**src/rtl/uart_tx_buf.sv**
```systemverilog
// Buffered 8N1 UART transmitter: small circular FIFO feeding a start/data/stop serialiser.
// Define UART_TX_PARITY_EN to insert an even-parity bit between data bit 7 and the stop bit.
module uart_tx_buf #(
  parameter int CLKS_PER_BIT = 1,
  parameter int DEPTH        = 4
) (
  input  logic                     sck,
  input  logic                     rst,
  input  logic [7:0]               data_in,
  input  logic                     wr_en,
  output logic                     full,
  output logic                     empty,
  output logic [$clog2(DEPTH):0]   level,
  output logic                     busy,
  output logic                     TX,
  output logic [2:0]               state_dbg
);

  localparam int AW = $clog2(DEPTH);
  localparam logic [AW:0] FULL_LVL = (AW + 1)'(DEPTH);
  localparam logic [15:0] BIT_LAST = 16'(CLKS_PER_BIT - 1);

`ifdef UART_TX_PARITY_EN
  typedef enum logic [2:0] {IDLE, START, DATA, PARITY, STOP} state_t;
`else
  typedef enum logic [2:0] {IDLE, START, DATA, STOP} state_t;
`endif

  state_t         state, state_next;
  logic [7:0]     mem [DEPTH];
  logic [AW-1:0]  wr_ptr, rd_ptr;
  logic [AW:0]    count;
  logic [15:0]    bit_cnt, bit_cnt_next;
  logic [2:0]     bit_idx, bit_idx_next;
  logic [7:0]     shreg, shreg_next;
  logic           tx_q, tx_next;
  logic           push, pop, bit_end;
`ifdef UART_TX_PARITY_EN
  logic           par_q, par_next;
`endif

  // Write handshake: wr_en is the valid, !full is the ready; a byte is taken
  // on an edge iff wr_en && !full. A full FIFO drops the write even if a pop
  // frees a slot on that same edge.
  assign push    = wr_en && !full;
  assign full    = (count == FULL_LVL);
  assign empty   = (count == '0);
  assign level   = count;
  assign busy    = (state != IDLE);
  assign TX      = tx_q;
  assign bit_end = (bit_cnt == BIT_LAST);
  assign state_dbg = state;

  always_comb begin
    state_next   = state;
    bit_cnt_next = bit_end ? 16'd0 : bit_cnt + 16'd1;
    bit_idx_next = bit_idx;
    shreg_next   = shreg;
    tx_next      = tx_q;
    pop          = 1'b0;
`ifdef UART_TX_PARITY_EN
    par_next     = par_q;
`endif
    case (state)
      IDLE: begin
        bit_cnt_next = 16'd0;
        tx_next      = 1'b1;
        if (!empty) begin
          pop        = 1'b1;
          state_next = START;
          tx_next    = 1'b0;
        end
      end
      START: begin
        if (bit_end) begin
          state_next = DATA;
          tx_next    = shreg[0];
        end
      end
      DATA: begin
        if (bit_end) begin
          shreg_next = {1'b0, shreg[7:1]};
          if (bit_idx == 3'd7) begin
`ifdef UART_TX_PARITY_EN
            state_next = PARITY;
            tx_next    = par_q;
`else
            state_next = STOP;
            tx_next    = 1'b1;
`endif
          end else begin
            bit_idx_next = bit_idx + 3'd1;
            tx_next      = shreg[1];
          end
        end
      end
`ifdef UART_TX_PARITY_EN
      PARITY: begin
        if (bit_end) begin
          state_next = STOP;
          tx_next    = 1'b1;
        end
      end
`endif
      STOP: begin
        if (bit_end) begin
          // Chain straight into the next start bit when more bytes are queued.
          if (!empty) begin
            pop        = 1'b1;
            state_next = START;
            tx_next    = 1'b0;
          end else begin
            state_next = IDLE;
            tx_next    = 1'b1;
          end
        end
      end
      default: begin
        state_next = IDLE;
        tx_next    = 1'b1;
      end
    endcase
    if (pop) begin
      shreg_next   = mem[rd_ptr];
      bit_idx_next = 3'd0;
`ifdef UART_TX_PARITY_EN
      par_next     = ^mem[rd_ptr];
`endif
    end
  end

  always_ff @(posedge sck) begin
    if (rst) begin
      state   <= IDLE;
      bit_cnt <= 16'd0;
      bit_idx <= 3'd0;
      shreg   <= 8'd0;
      tx_q    <= 1'b1;
      wr_ptr  <= '0;
      rd_ptr  <= '0;
      count   <= '0;
`ifdef UART_TX_PARITY_EN
      par_q   <= 1'b0;
`endif
    end else begin
      state   <= state_next;
      bit_cnt <= bit_cnt_next;
      bit_idx <= bit_idx_next;
      shreg   <= shreg_next;
      tx_q    <= tx_next;
`ifdef UART_TX_PARITY_EN
      par_q   <= par_next;
`endif
      if (push) wr_ptr <= wr_ptr + 1'b1;
      if (pop)  rd_ptr <= rd_ptr + 1'b1;
      case ({push, pop})
        2'b10:   count <= count + 1'b1;
        2'b01:   count <= count - 1'b1;
        default: count <= count;
      endcase
    end
  end

  always_ff @(posedge sck) begin
    if (!rst && push) mem[wr_ptr] <= data_in;
  end

endmodule

```
**config.mk**
```make
export PLATFORM = sky130hd
export DESIGN_NAME = uart_tx_buf
export DESIGN_NICKNAME = d
export VERILOG_FILES = /design/src/rtl/uart_tx_buf.sv
export SDC_FILE = /design/constraint.sdc
export NUM_CORES = 1
export LEC_CHECK = 0
export BUFFER_PORTS_ARGS = -buffer_cell sky130_fd_sc_hd__buf_2
export CORE_MARGIN = 3
export CORE_UTILIZATION = 65
export CTS_CLUSTER_SIZE = 10
export DETAILED_ROUTE_END_ITERATION = 10
export PLACE_DENSITY = 0.82
export SYNTH_ARGS = -nofsm -noshare
export SYNTH_HDL_FRONTEND = slang
export SYNTH_SLANG_ARGS = --single-unit
```
**constraint.sdc**
```tcl
create_clock -name sck -period 7.1 [get_ports sck]
set_input_delay 0.71 -clock sck [delete_from_list [all_inputs] [get_ports sck]]
set_output_delay 0.71 -clock sck [all_outputs]
set_load 0.01 [all_outputs]
```
==> results.md <==
- CTS H-Tree Depth: 3
- CP max stage delay: 0.63 ns
- Commonest cells after routing, fill and taps aside: dfxtp_1 (39), edfxtp_1 (32), nor2_1 (31), buf_2 (19)
- Fmax achieved: 0.311 GHz
- Compound-Gate Fraction of Synth Area: 12.0%
- Seq/Total Area, Yosys: 51.0%
- Final wirelength: 6520 um
- Die area: 0.00617 mm2
- Largest family of logic cells by synthesized area: simple AND/OR/NAND/NOR gates
- Adder-cell share of the synthesized area: 5.34%
- Final count of hold timing violations: 0
- Synthesized area: 0.00342 mm2
- Core Footprint: 0.00491 mm2
- Yosys reg bits: 71
- CP Launch Type: register
- Syn Inst Count: 287
- Run status: complete, no violations
- Max cap viols: 0
- Netlist cell types: 61
- Antenna-violating nets left: 0
- TNS Setup: 0 ns
- Antenna cells: 0
- Initial antenna violation count: 0
- TritonCTS Buffers: 9
- Area grow syn2layout: 9.22%
- Max FO, Critical Path: 14
- I/O Buffers: 19
- Die W: 78.5 um
- Critical Path End Type: register
- Worst path required time: 7.37 ns
- Post-CTS setup buffers: 0
- Flop2flop setup slack: 3.88 ns
- Synth warn: 0
- Final setup viols: 0
- Crit-path leading delay family: simple AND/OR/NAND/NOR gates
- Post-CTS Resized: 0
- Cts hold-fix bufs: 0
- Initial core utilization: 69.6%
- Drt drc: 0
- Most common cell after layout, fill and taps aside: dfxtp_1
- Routability cong.: 0.780
- CTS tree: yes
- Area after DPL: 0.00354 mm2
- Via count: 2354
- Ys async rst share: 0%
- Synth Net Count: 312
- Die height: 78.5 um
- Synth area leaders: edfxtp_1 (28%), dfxtp_1 (23%), mux4_2 (5.3%), ha_1 (4.8%), nor2_1 (3.4%)
- Tot GR Track Use: 23.8%
- Post-synth EDFFs: 32
- Sum of buffers and inverters on the critical path: 3
- P_leak: 0.00130 uW
- Mux share of post-synthesis cell area: 6.73%
- Xor/xnor share of the synthesized area: 3.84%
- DP Wirelength: 4500 um
- Post-layout minimum cycle time: 3.22 ns
- GRT Residual Overflow: 0
- Worst-case clock buffer depth: 2
- Hold Path Class: register to register
- Largest net degree at the start of global routing: 17
- Vias/cell: 6.23
- Clk sink count: 71
- Ports: 21
- CTS Root Cell: clkbuf_8
- Slowest CP cell: and4_1
- Mean area per synthesized cell: 11.9 um2
- Finished Cell Area: 0.00373 mm2
- RSZ-0062 raised after global routing: no
- Nets: 331
- Main synth FF type: dfxtp_1
- Clock-pin slew on the worst setup and hold paths: 0.07 ns
- Relative slew margins: 50.8%
- Final worst clock skew: 0.00906 ns
- Worst r2r path cells: 12
- DRT iter0 DRCs: 201
- Vias in the first global route: 2232
- Hold path depth: 1
- Post-synthesis simple-gate area fraction: 17.2%
- WP depth: 12
- Worst VDD drop: 0.199 mV
- Placement Rows: 25
- Share of cells above drive strength 1: 19.3%
- Pins Over Slew Limit: 0
- Worst-Margin Slew: 0.728 ns
- Critical path arrival: 3.49 ns
- DRT Pass-1 Iters: 5
- Pwr dens: 374 mW/mm2
- Post-synth top area cell: edfxtp_1
- Synth top area share: 28.1%
- Critical path cell sequence: inv_1 -> ha_1 -> nor4b_4 -> and4_1 -> a31oi_4 -> inv_4 -> ha_1 -> inv_1 -> fa_1 -> xor2_1 -> or3_1 -> a21oi_1
- Period utilization: 45.3%
- Wire per inst: 17.3 um
- WS Path Type: register to register
- First-pass GRT wire length: 11200 um
- Clock latency at the later pin of the worst-skew pair: 0.35 ns
layer usage:
metal / GRT usage, % / part of all wire [%] / up-vias
met3: 5.28 / 7.3 / 9
met4: 8.74 / 1.6 / 0
met5: 0 / 0 / -
met1: 33.6 / 45 / 1136
li1: - / - / 1117
met2: 36.1 / 46 / 92
worst register-to-register path, stage by stage (launching register included):
cell	delay [ns]
dfxtp_1	0.35
inv_1	0.07
ha_1	0.15
nor4b_4	0.27
and4_1	0.63
a31oi_4	0.25
inv_4	0.16
ha_1	0.21
inv_1	0.06
fa_1	0.37
xor2_1	0.17
or3_1	0.32
a21oi_1	0.15
power by group:
group	internal (uW)	total, uW	switching, uW
Sequential	486	551	65.2
Combinational	236	525	289
Clock	164	321	157
cells in the mapped netlist, drive strengths merged, types with 8 or more instances:
cell type,instances
nand2,10
mux4,8
dfxtp,39
xor2,10
o21ai,14
nand3,9
ha,13
inv,16
edfxtp,32
nor2,32
per-stage QoR:
step | power [uW] | hold slack (ns) | setup slack (ns) | instances | utilization [%]
6_report | 1400 | 0.474 | 3.88 | 378 | 76.0
5_1_grt | 1490 | 0.522 | 3.69 | 378 | 76.0
4_1_cts | 1400 | 0.481 | 3.89 | 378 | 76.0
3_5_place_dp | 1080 | 0.462 | 3.93 | 362 | 72.0
3_3_place_gp | 1060 | 0.457 | 4.08 | 362 | 72.0
2_1_floorplan | 959 | 0.441 | 4.40 | 287 | -
path summary, 6_finish.rpt:
check | startpoint | to
setup / recovery | bit_cnt[0] | level[2]
hold / removal | bit_cnt[0] | bit_cnt[0]
setup reg to reg | bit_cnt[0] | level[2]
hold reg to reg | bit_cnt[0] | bit_cnt[0]
flip-flops by register name, summed over array words and instances, names as in the netlist, named ones only:
register,flops
wr_ptr,2
rd_ptr,2
mem,32
TX,1
bit_cnt,16
bit_idx,3
shreg,8
state_dbg,2
level,3
cells by family (layout without fill, tap and decap cells):
logic type	after synthesis	after routing
other	1	1
adder cells (fa/ha/maj)	14	14
AO/OA/AOI/OAI	50	50
multiplexers	12	12
XOR/XNOR	15	15
AND/OR/NAND/NOR	96	96
buffers and inverters	28	52
flip-flops	71	71
cell type report:
type / count / area, um2
flip-flops and latches: 71 / 1740
multi-input cells: 188 / 1540
fillers: 327 / 1180
clock buffers: 10 / 128
repair buffers: 19 / 95.1
well taps: 67 / 83.8
inverters: 17 / 71.3
clock inverters: 6 / 70.1
Note: power is estimated with default switching activity, not from simulation.
